$ cat config.mk
export PLATFORM = sky130hd
export DESIGN_NAME = rx_trigger_gen
export DESIGN_NICKNAME = d
export VERILOG_FILES = /design/src/rtl/rx_trigger_gen.sv
export SDC_FILE = /design/constraint.sdc
export NUM_CORES = 1
export LEC_CHECK = 0
export CAP_MARGIN = 10
export CORE_AREA = 8 8 79 74
export CTS_CLUSTER_SIZE = 8
export DETAILED_ROUTE_END_ITERATION = 7
export DIE_AREA = 0 0 87 82
export GPL_TIMING_DRIVEN = 0
export PLACE_DENSITY = 0.74
export SLEW_MARGIN = 10
export SYNTH_ARGS = -nofsm -noshare
export SYNTH_HDL_FRONTEND = slang
export SYNTH_SLANG_ARGS = --single-unit
$ cat constraint.sdc
create_clock -name clk_in -period 2.3 [get_ports clk_in]
set_input_delay 0.575 -clock clk_in [delete_from_list [all_inputs] [get_ports clk_in]]
set_output_delay 0.575 -clock clk_in [all_outputs]
set_load 0.01 [all_outputs]
$ cat src/rtl/rx_trigger_gen.sv
// Receive-side TLP trigger generator: turns committed write-pointer progress into full/last TLP requests.
// Define RX_TRIGGER_TIMEOUT_EN to compile in the idle-timeout partial flush of the current huge page.
module rx_trigger_gen #(
    parameter int AW        = 9,
    parameter int PAGE_LOG2 = 18,
    parameter int TIMEOUT   = 1023
) (
    input  logic          clk_in,
    input  logic          reset_n_clk_in,
    input  logic [AW-1:0] commit_wr_addr,
    output logic          trigger_tlp,
    output logic          send_last_tlp,
    output logic [4:0]    qwords_to_send,
    input  logic          trigger_tlp_ack,
    input  logic          change_huge_page_ack,
    output logic [AW-1:0] issued_addr
);

    localparam logic [AW-1:0]        TLP_QW    = AW'(16);
    localparam logic [PAGE_LOG2-1:0] TLP_QW_PG = PAGE_LOG2'(16);
    localparam logic [PAGE_LOG2:0]   TLP_QW_RM = (PAGE_LOG2 + 1)'(16);
    localparam logic [PAGE_LOG2:0]   PAGE_QW   = {1'b1, {PAGE_LOG2{1'b0}}};

    if (AW < 5 || PAGE_LOG2 < 4 || TIMEOUT < 1 || TIMEOUT > 65535) begin : g_param_check
        $error("rx_trigger_gen: unsupported parameter set");
    end

    typedef enum logic [1:0] {
        S_IDLE,
        S_REQ_TLP,
        S_REQ_LAST,
        S_GAP
    } state_t;

    state_t               r_state, w_state_nxt;
    logic [AW-1:0]        r_commit_q;
    logic [AW-1:0]        r_issued, w_issued_nxt;
    logic [PAGE_LOG2-1:0] r_page_qw, w_page_qw_nxt;
    logic                 r_trig, w_trig_nxt;
    logic                 r_last, w_last_nxt;
    logic [4:0]           r_qw, w_qw_nxt;

    logic [AW-1:0]        w_pending;
    logic [PAGE_LOG2:0]   w_page_rem;
    logic                 w_full_avail;
    logic                 w_flush;

    // Pointer difference is taken modulo 2^AW, so wrap needs no special case.
    assign w_pending    = r_commit_q - r_issued;
    assign w_page_rem   = PAGE_QW - {1'b0, r_page_qw};
    assign w_full_avail = (w_pending >= TLP_QW);

`ifdef RX_TRIGGER_TIMEOUT_EN
    localparam logic [15:0] TIMEOUT_W = 16'(TIMEOUT);

    logic [15:0] r_idle_cnt;

    // Idle time only accumulates while waiting in IDLE on a stable, non-empty backlog.
    always_ff @(posedge clk_in or negedge reset_n_clk_in) begin
        if (!reset_n_clk_in) begin
            r_idle_cnt <= '0;
        end else if ((commit_wr_addr != r_commit_q) || (r_state != S_IDLE) || (w_pending == '0)) begin
            r_idle_cnt <= '0;
        end else if (r_idle_cnt != TIMEOUT_W) begin
            r_idle_cnt <= r_idle_cnt + 16'd1;
        end
    end

    assign w_flush = (w_pending != '0) && !w_full_avail && (r_idle_cnt == TIMEOUT_W);
`else
    assign w_flush = 1'b0;
`endif

    always_comb begin
        // NOTE: every next value defaults to its current register, so no branch can infer a latch.
        w_state_nxt   = r_state;
        w_trig_nxt    = r_trig;
        w_last_nxt    = r_last;
        w_qw_nxt      = r_qw;
        w_issued_nxt  = r_issued;
        w_page_qw_nxt = r_page_qw;

        unique case (r_state)
            S_IDLE: begin
                if (w_full_avail && (w_page_rem > TLP_QW_RM)) begin
                    w_state_nxt = S_REQ_TLP;
                    w_trig_nxt  = 1'b1;
                    w_qw_nxt    = 5'd16;
                end else if (w_full_avail && (w_page_rem == TLP_QW_RM)) begin
                    w_state_nxt = S_REQ_LAST;
                    w_last_nxt  = 1'b1;
                    w_qw_nxt    = 5'd16;
                end else if (w_flush) begin
                    w_state_nxt = S_REQ_LAST;
                    w_last_nxt  = 1'b1;
                    w_qw_nxt    = w_pending[4:0];
                end
            end
            S_REQ_TLP: begin
                if (trigger_tlp_ack) begin
                    w_state_nxt   = S_GAP;
                    w_trig_nxt    = 1'b0;
                    w_issued_nxt  = r_issued + TLP_QW;
                    w_page_qw_nxt = r_page_qw + TLP_QW_PG;
                end
            end
            S_REQ_LAST: begin
                // A partial last TLP restarts the page count so the next page begins aligned.
                if (change_huge_page_ack) begin
                    w_state_nxt   = S_GAP;
                    w_last_nxt    = 1'b0;
                    w_issued_nxt  = r_issued + AW'(r_qw);
                    w_page_qw_nxt = '0;
                end
            end
            S_GAP: begin
                w_state_nxt = S_IDLE;
            end
            default: begin
                w_state_nxt = S_IDLE;
            end
        endcase
    end

    always_ff @(posedge clk_in or negedge reset_n_clk_in) begin
        if (!reset_n_clk_in) begin
            r_state    <= S_IDLE;
            r_commit_q <= '0;
            r_issued   <= '0;
            r_page_qw  <= '0;
            r_trig     <= 1'b0;
            r_last     <= 1'b0;
            r_qw       <= '0;
        end else begin
            // NOTE: non-blocking updates keep every register sampling pre-edge values.
            r_state    <= w_state_nxt;
            r_commit_q <= commit_wr_addr;
            r_issued   <= w_issued_nxt;
            r_page_qw  <= w_page_qw_nxt;
            r_trig     <= w_trig_nxt;
            r_last     <= w_last_nxt;
            r_qw       <= w_qw_nxt;
        end
    end

    assign trigger_tlp    = r_trig;
    assign send_last_tlp  = r_last;
    assign qwords_to_send = r_qw;
    assign issued_addr    = r_issued;

endmodule

Yosys cells after proc, flatten, opt, wreduce, memory -nomap -nowiden. Cells that the tools add are included.

Memory bits (read-only): 0. Memory bits (writable): 0. Bits of input ports: 13. Memories: 0. Register bits: 45. Latch bits: 0. Output and inout bits: 16. Word-level logic and storage cells: 56.

Equal/unequal tests: 10. Divide/modulo/power cells: 0. Reductions and logical operators: 12. Bitwise operators: 0. Muxes and demuxes: 20. Multiply operators: 0. Shift-type cells: 0. Add/subtract/negate cells: 5. Magnitude comparators: 2.

Operators with widths (number): $mux W18 (2); $pmux W18 S2 (1); $eq A19 B5 Y1 const B (1); $gt A19 B5 Y1 const B (1); $sub A19 B18 Y19 const A (1); $add A18 B5 Y18 const B (1); $mux W9 (2); $pmux W9 S2 (1); $mux W5 (2); $ne A2 B2 Y1 const B (5); $add A9 B5 Y9 (1); $add A9 B5 Y9 const B (1); $ge A9 B5 Y1 const B (1); $reduce_and A3 Y1 (3); $sub A9 B9 Y9 (1); $mux W2 (4); $pmux W2 S4 (1); $reduce_bool A2 Y1 (4); $mux W1 (5); $eq A2 B2 Y1 const B (2); $pmux W1 S2 (2); $reduce_and A4 Y1 (1); $ne A3 B3 Y1 const B (1); $eq A2 B1 Y1 const B (1); other kinds (3) (4).

Depth between registers and ports, before layout. Gate-level depths: netlist (run 1).

Depth in word-level cells: 6. Mapped depth: 11. Depth with buffers taken out: 11.

Worst setup path before layout (run 1). No wires, ideal clock.

Path kind: register to register. From: register r_page_qw[4]. To: register r_state[1]. Library setup time: 125 ps. Period minus slack after synthesis: 2435 ps. Required time: 2175 ps. Stages on the path, launching flop included: 10. Arrival: 2310 ps. Buffers on the path: 0. Slack: -135 ps. Path through: dfrtp_1 > inv_1 > ha_1 > nor3b_1 > nand4_1 > mux2i_1 > a211oi_2 > and3_4 > a31oi_4 > mux2_4.

Longest elaborated chain between the ends: 5. Elaborated cells between the ends (all ways): 9. Those cells by class: add/sub: 1; order compare: 1; eq/ne: 2; mux: 2; reduce/logical: 3.

Ends and longest elaborated chain: start: declaration (line 38) `logic [PAGE_LOG2-1:0] r_page_qw, w_page_qw_nxt;`; start signal: assignment (line 139) `r_page_qw <= w_page_qw_nxt;`; $sub A19 B18 Y19 (*) (line 50) `assign w_page_rem = PAGE_QW - {1'b0, r_page_qw};`; $gt A19 B5 Y1 / $eq A19 B5 Y1 (equally long branches) (line 85, 89); $logic_and A1 B1 Y1, on equally long branches (line 85, 89); $mux W2 / $ne A3 B3 Y1 (equally long branches); $pmux W2 S4 / $reduce_and A3 Y1 (equally long branches); end signal: assignment (line 136) `r_state <= w_state_nxt;`; end: declaration (line 35) `state_t r_state, w_state_nxt;`.

Mark *: on every way between the ends. The rest lies on a longest branch, timed or not. A chain may end at the register's enable or synchronous reset.

Worst setup path after layout (run 1).
From: register r_page_qw[5]. To: register r_state[1].

Same word-level chain as after synthesis.

==> results.py, run 1 <==
metrics = {
    "run_status": {
        "status": "finished, violations left",
        "violations": "setup timing",
    },
    "worst_setup_path": {
        "setup.worst_path.end_class": "flop",
        "timing.critical_path.required_ns": 2.47,
        "setup.reg_to_reg.worst_slack_ns": -0.23,
        "worstPathCellList": "buf_6, or4_4, o31a_1, o21ai_2, a211oi_4, and3_4, a31oi_4, mux2_4",
        "critical_path.max_fanout": 8,
        "arrival_ns": 2.70,
        "cpMaxStageDelayCell": "sky130_fd_sc_hd__or4_4",
        "worst-setup-path-type": "reg2reg",
        "worstSetupStartpointType": "flop",
        "critical_path.max_stage_delay_ns": 0.55,
    },
    "sta": {
        "timing.final.crit_share_pct": 110,
        "worst_pin_slew_ns": 0.652,
        "fmax_mhz": 395,
        "slew_headroom_pct": 56.5,
        "final.setup.worst_slack_ns": -0.229,
        "rsz0062_at_grt": "yes",
        "final-max-slew-violation-count": 0,
        "final_setup_viols": 5,
        "hold_viol": 0,
        "finalClockSkew_ns": 0.00490,
        "hold_slack_ns": 0.308,
        "finalCriticalPeriod_ns": 2.53,
    },
    "clocking": {
        "count_of_hold_fix_buffers_inserted_at_cts": 0,
        "count_of_clock_tree_sinks": 29,
        "clk_pin_slew_worst_paths_ns": 0.07,
        "tritoncts_clock_tree": "done",
        "htreeDepth": 2,
        "buffer_levels_on_the_longest_clock_path": 2,
        "clk-insertion-delay-late_ns": 0.29,
        "tritoncts.num_buffers": 5,
        "cts_root_buffer": "sky130_fd_sc_hd__clkbuf_8",
    },
    "die": {
        "chipWidth_um": 87,
        "design.die.area_um2": 7130,
        "die_y_um": 82,
        "start_util_pct": 46.3,
        "pin_count": 29,
        "core_area_um2": 4590,
        "placement_row_count": 24,
    },
    "place": {
        "placed_cells_incl_taps": 320,
        "port_buffers": 16,
        "final_hpwl_from_detailed_placement_um": 3320,
        "gp_routability_congestion": 0.894,
    },
    "grt": {
        "antenna_violations_before_repair": 0,
        "grt_pass1_wl_um": 8370,
        "first_global_vias": 1833,
        "globalRouteOverflowTotal": 0,
        "track_usage_pct": 14.9,
        "grt_start_max_net_pins": 30,
    },
    "cells_and_area": {
        "antennaDiodeCount": 0,
        "share_of_layout_cells_above_drive_strength_1_pct": 28.1,
        "final-instance-count-excl-fill": 350,
        "finish.net_count": 312,
        "final.fill_count": 386,
        "syn_to_final_growth_pct": 32.7,
    },
    "detailed_routing": {
        "detailroute.via_count": 1825,
        "route.detailed.drc": 0,
        "route.layer.met1.wl_um": 2200,
        "route.met2.wl_um": 2500,
        "vias_per_cell": 5.21,
        "routed.top_layer": "met4",
        "routed_wl_um": 5060,
        "avg_wl_per_cell_um": 14.5,
        "met3_wirelength_um": 299,
        "drt.antenna.violating_nets": 0,
        "drtIter0Drc": 109,
        "drt_pass_1_iters": 4,
    },
    "pwr": {
        "vdd_drop_max_v": 0.000712,
        "power.density_cell_area_nw_per_um2": 1250,
        "total_leakage_power_nw": 1.28,
    },
    "synth": {
        "synth.distinct_cells": 56,
        "postSynthAreaPerCell_um2": 9.17,
        "synth_area_um2": 2130,
        "synth-edff-count": 0,
        "sequential_element_share_of_the_synthesized_area_pct": 34.1,
        "synthesis.instances": 232,
        "synth.yosys.warnings": 0,
        "postSynth.asyncResetShare_pct": 100,
        "synth-seq-cells": 29,
        "postSynth.topFlopCell": "sky130_fd_sc_hd__dfrtp_1",
    },
    "job": {
        "drv_cap": 0,
    },
    "worst_hold_path": {
        "worstHoldPathType": "in2async",
    },
}
==> sequential cells by signal, summed over array words and instances (netlist names) <==
| register | flops |
|---|---|
| trigger_tlp | 1 |
| qwords_to_send | 1 |
| send_last_tlp | 1 |
| r_state | 2 |
| r_commit_q | 5 |
| issued_addr | 5 |
| r_page_qw | 14 |
==> cell usage after synthesis (5+ instances only) <==
| master | count | share of area (%) |
|---|---|---|
| sky130_fd_sc_hd__nand3_1 | 6 | 1.4 |
| sky130_fd_sc_hd__xnor2_1 | 9 | 3.7 |
| sky130_fd_sc_hd__inv_1 | 15 | 2.6 |
| sky130_fd_sc_hd__clkbuf_1 | 6 | 1.1 |
| sky130_fd_sc_hd__o21ai_0 | 8 | 1.9 |
| sky130_fd_sc_hd__dfrtp_1 | 29 | 34 |
| sky130_fd_sc_hd__a21oi_1 | 6 | 1.4 |
| sky130_fd_sc_hd__nand2_1 | 20 | 3.5 |
| sky130_fd_sc_hd__xor2_1 | 9 | 3.7 |
| sky130_fd_sc_hd__nor2_1 | 22 | 3.9 |
| sky130_fd_sc_hd__mux2i_1 | 5 | 2.4 |
| sky130_fd_sc_hd__nand4_1 | 7 | 2.1 |
| sky130_fd_sc_hd__buf_4 | 9 | 3.2 |
| sky130_fd_sc_hd__ha_1 | 14 | 8.2 |
| sky130_fd_sc_hd__nor3_1 | 5 | 1.2 |
==> kinds of logic (layout without fill, tap and decap cells) <==
kind of cell | count (synthesis) | after routing | share of synthesized area [%]
buf+inv | 35 | 81 | 9.41
mux | 7 | 7 | 3.59
compound gates | 38 | 38 | 13.3
other cells | 1 | 8 | 0.176
simple gates | 89 | 89 | 22.9
flops | 29 | 29 | 34.1
fa+ha+maj | 15 | 15 | 9.17
xor+xnor | 18 | 18 | 7.41
==> cell usage in the layout (no fill, tap or decap), types with 3 or more instances in the layout <==
cell | Yosys | routed
sky130_fd_sc_hd__a21boi_0 | 3 | 3
sky130_fd_sc_hd__a21oi_1 | 6 | 4
sky130_fd_sc_hd__buf_4 | 9 | 33
sky130_fd_sc_hd__buf_6 | 3 | 4
sky130_fd_sc_hd__clkbuf_1 | 6 | 4
sky130_fd_sc_hd__clkbuf_8 | 0 | 5
sky130_fd_sc_hd__clkdlybuf4s50_1 | 0 | 15
sky130_fd_sc_hd__conb_1 | 1 | 8
sky130_fd_sc_hd__dfrtp_1 | 29 | 28
sky130_fd_sc_hd__ha_1 | 14 | 13
sky130_fd_sc_hd__inv_1 | 15 | 13
sky130_fd_sc_hd__mux2i_1 | 5 | 5
sky130_fd_sc_hd__nand2_1 | 20 | 20
sky130_fd_sc_hd__nand2b_1 | 3 | 3
sky130_fd_sc_hd__nand3_1 | 6 | 6
sky130_fd_sc_hd__nand4_1 | 7 | 7
sky130_fd_sc_hd__nor2_1 | 22 | 21
sky130_fd_sc_hd__nor3_1 | 5 | 4
sky130_fd_sc_hd__nor3_2 | 2 | 3
sky130_fd_sc_hd__nor3b_1 | 4 | 3
sky130_fd_sc_hd__o21ai_0 | 8 | 7
sky130_fd_sc_hd__o21ai_1 | 3 | 3
sky130_fd_sc_hd__xnor2_1 | 9 | 9
sky130_fd_sc_hd__xor2_1 | 9 | 9
==> report_power, final <==
part,internal [W],total [W],switching (W)
clock,0.000430,0.000644,0.000214
sequential,0.000650,0.000757,0.000107
combinational,0.00102,0.00212,0.00111
==> worst max-delay path: cells and delay by family, from the launching register on <==
| family | cells | cell delay, ns |
|---|---|---|
| flip-flops | 1 | 0.40 |
| multiplexers | 1 | 0.31 |
| buffers and inverters | 1 | 0.14 |
| AND/OR/NAND/NOR | 2 | 0.75 |
| AO/OA/AOI/OAI | 4 | 0.80 |
==> routing by layer <==
metal | up-vias | track usage, %
met1 | 877 | 17.4
li1 | 889 | -
met2 | 50 | 25.9
met4 | 0 | 4.30
met5 | - | 0
met3 | 9 | 4.70
==> final timing paths <==
path	startpoint	to	cells after the start
setup reg to reg	r_page_qw[5]$_DFFE_PN0P_	r_state[1]$_DFFE_PN0P_	8
min in group clk_in	issued_addr[8]$_DFFE_PN0P_	issued_addr[8]$_DFFE_PN0P_	1
setup / recovery	r_page_qw[5]$_DFFE_PN0P_	r_state[1]$_DFFE_PN0P_	8
hold reg to reg	issued_addr[8]$_DFFE_PN0P_	issued_addr[8]$_DFFE_PN0P_	1
hold / removal	reset_n_clk_in	r_commit_q[7]$_DFF_PN0_	1
max in group asynchronous	reset_n_clk_in	r_page_qw[4]$_DFFE_PN0P_	1
==> timing repair <==
| action | in CTS | in global routing |
|---|---|---|
| pin swaps | 15 | 12 |
| resized for setup | 15 | 10 |
| setup endpoints to repair | 8 | 7 |
| setup buffers | 20 | 5 |
==> final cells by class <==
type / count / area (um2) / area share [%]
Buffer: 17 / 131 / 4.65
Clock buffer: 5 / 68.8 / 2.44
Clock inverter: 3 / 65.1 / 2.30
Inverter: 15 / 58.8 / 2.08
Multi-Input combinational cell: 175 / 1350 / 47.6
Sequential cell: 29 / 727 / 25.7
Tap cell: 65 / 81.3 / 2.88
Timing Repair Buffer: 41 / 347 / 12.3
==> metrics by stage <==
step	cell area, um2	util [%]	setup TNS, ns	total power [W]	setup slack (ns)
after CTS	2750	59.9	-0.478	0.00339	-0.165
after floorplan	2170	-	-0.222	0.00202	-0.0880
after global placement	2410	52.5	-2.49	0.00242	-0.356
after detailed placement	2410	52.4	-2.65	0.00245	-0.368
final	2820	61.5	-0.677	0.00352	-0.229
after global routing	2820	61.5	-1.15	0.00379	-0.287
Note: power is estimated with default switching activity, not from simulation.
==> inputs of run 2 (changes only) <==
GPL_ROUTABILITY_DRIVEN = 0   (was default)
==> run 2 against run 1 <==
- the flow still finishes with violations (setup timing)
- combinational power rose by 2%
- hold slack got worse by 0.0016 ns
- critical endpoint is now trigger_tlp$_DFFE_PN0P_
- fmax fell by 0.54%
- first-iteration DRC count rose by 34%
- largest power group unchanged
==> results.py, run 2 (synthesis results as in run 1) <==
metrics = {
    "clocking": {
        "htreeDepth": 2,
        "clk-insertion-delay-late_ns": 0.29,
        "cts_root_buffer": "sky130_fd_sc_hd__clkbuf_8",
        "tritoncts_clock_tree": "done",
        "count_of_clock_tree_sinks": 29,
        "count_of_hold_fix_buffers_inserted_at_cts": 0,
        "buffer_levels_on_the_longest_clock_path": 2,
        "clk_pin_slew_worst_paths_ns": 0.07,
        "tritoncts.num_buffers": 5,
    },
    "cells_and_area": {
        "largest_reg_flops": 14,
        "syn_to_final_growth_pct": 29.5,
        "layout.cells.most_common_list": "sky130_fd_sc_hd__buf_4, sky130_fd_sc_hd__dfrtp_1, sky130_fd_sc_hd__nor2_1",
        "share_of_layout_cells_above_drive_strength_1_pct": 28.4,
        "register_ranked_first_by_flip_flop_count": "r_page_qw",
        "final-instance-count-excl-fill": 347,
        "finish.net_count": 309,
        "antennaDiodeCount": 0,
        "layout.cells.most_common": "sky130_fd_sc_hd__buf_4",
    },
    "place": {
        "placed_cells_incl_taps": 320,
        "final_hpwl_from_detailed_placement_um": 3380,
        "port_buffers": 16,
        "pre_cts_slack_ns": -0.342,
    },
    "pwr": {
        "vdd_drop_max_v": 0.000680,
        "swShare_pct": 43.7,
        "total_leakage_power_nw": 1.24,
        "p_comb_share_pct": 64.3,
        "cellInternalPower_w": 0.00189,
        "power.density_cell_area_nw_per_um2": 1220,
        "power_share_of_the_clock_group_pct": 12.9,
        "total_power_w": 0.00336,
        "net_switching_power_figure_w": 0.00147,
        "sequentialPowerShare_pct": 22.8,
    },
    "die": {
        "chipWidth_um": 87,
        "design.die.area_um2": 7130,
        "pin_count": 29,
        "die_y_um": 82,
        "core_area_um2": 4590,
        "placement_row_count": 24,
        "start_util_pct": 46.3,
    },
    "detailed_routing": {
        "drt_pass_1_iters": 4,
        "route.detailed.drc": 0,
        "drt.antenna.violating_nets": 0,
        "detailroute.via_count": 1857,
        "routed_wl_um": 5400,
        "vias_per_cell": 5.35,
        "drtIter0Drc": 146,
        "avg_wl_per_cell_um": 15.5,
    },
    "run_status": {
        "violations": "setup timing",
        "status": "finished, violations left",
    },
    "worst_setup_path": {
        "arrival_ns": 2.71,
        "worst-setup-path-type": "reg2reg",
        "setup.worst_path.end_class": "flop",
        "worstSetupStartpointType": "flop",
        "crit_path_start": "r_page_qw[5]$_DFFE_PN0P_",
        "timing.critical_path.required_ns": 2.47,
        "regToRegEndpoint": "trigger_tlp$_DFFE_PN0P_",
        "worst-r2r-cell-count": 10,
        "setup.reg_to_reg.worst_slack_ns": -0.24,
        "r2r-start": "r_page_qw[5]$_DFFE_PN0P_",
        "critical_path.max_fanout": 5,
    },
    "sta": {
        "finalCriticalPeriod_ns": 2.54,
        "final_setup_viols": 4,
        "final.setup.worst_slack_ns": -0.242,
        "fmax_mhz": 393,
        "finalClockSkew_ns": 0.00680,
        "slew_headroom_pct": 57.0,
        "hold_viol": 0,
        "fin_setup_tns_ns": -0.813,
        "rsz0062_at_grt": "yes",
        "final-max-slew-violation-count": 0,
        "worst_pin_slew_ns": 0.645,
        "timing.final.crit_share_pct": 111,
    },
    "grt": {
        "track_usage_pct": 15.3,
        "antenna_violations_before_repair": 0,
        "first_global_vias": 1812,
        "globalRouteOverflowTotal": 0,
        "grt_start_max_net_pins": 30,
        "grt_pass1_wl_um": 8620,
    },
    "worst_hold_path": {
        "worstHoldPathType": "in2async",
    },
    "job": {
        "drv_cap": 0,
    },
}
-- run 2: area by class of cell --
| cell class | instances | area (um2) |
|---|---|---|
| fillers | 388 | 1840 |
| repair buffers | 40 | 339 |
| clock buffers | 5 | 68.8 |
| multi-input cells | 175 | 1350 |
| inverters | 15 | 58.8 |
| clock inverters | 3 | 17.5 |
| well taps | 65 | 81.3 |
| flip-flops and latches | 29 | 727 |
| plain buffers | 15 | 111 |
-- run 2: what timing repair did --
item                                    4_1_cts  5_1_grt
gates resized for setup                      13       19
setup buffers                                12       12
pin swaps                                     9       12
endpoints found under the setup margin        8        7
-- run 2: through the flow --
step / area, um2 / hold WS (ns) / utilization, %
after floorplan: 2170 / 0.279 / -
after global placement: 2410 / 0.497 / 52.5
after global routing: 2760 / 0.372 / 60.0
final: 2760 / 0.306 / 60.0
after detailed placement: 2410 / 0.500 / 52.4
after CTS: 2630 / 0.342 / 57.3
-- run 2: worst max-delay path, cell delays in order (launching register included) --
cell and delay, ns:
sky130_fd_sc_hd__dfrtp_1 0.41, sky130_fd_sc_hd__buf_6 0.15, sky130_fd_sc_hd__inv_4 0.06, sky130_fd_sc_hd__ha_4 0.13, sky130_fd_sc_hd__or3b_4 0.39, sky130_fd_sc_hd__or3_1 0.35, sky130_fd_sc_hd__a221o_1 0.32, sky130_fd_sc_hd__a211oi_2 0.27
sky130_fd_sc_hd__a21boi_4 0.11, sky130_fd_sc_hd__mux2i_1 0.16, sky130_fd_sc_hd__o21ai_1 0.09
-- run 2: power groups by stage --
stage	Combinational, W	Clock, W	Sequential [W]
final	0.00216	0.000433	0.000766
after CTS	0.00190	0.000434	0.000760
after global routing	0.00239	0.000454	0.000786
after detailed placement	0.00166	0	0.000793
after floorplan	0.00123	0	0.000791
after global placement	0.00162	0	0.000784
-- run 2: worst max path at each step --
stage | end | depth (start not counted)
final | trigger_tlp$_DFFE_PN0P_ | 10
after global routing | trigger_tlp$_DFFE_PN0P_ | 12
after CTS | r_state[1]$_DFFE_PN0P_ | 9
after detailed placement | r_page_qw[17]$_DFFE_PN0P_ | 8
after global placement | r_page_qw[17]$_DFFE_PN0P_ | 8
after floorplan | r_state[1]$_DFFE_PN0P_ | 9
-- run 2: layer usage --
layer  vias up  wire (um)  GRT usage (%)  part of all wire [%]
li1        884          -              -                     -
met1       914       2340           17.5                    43
met3        15        255           3.90                   4.7
met2        44       2660           26.1                    49
met4         0        142           7.56                   2.6
met5         -          0              0                     0
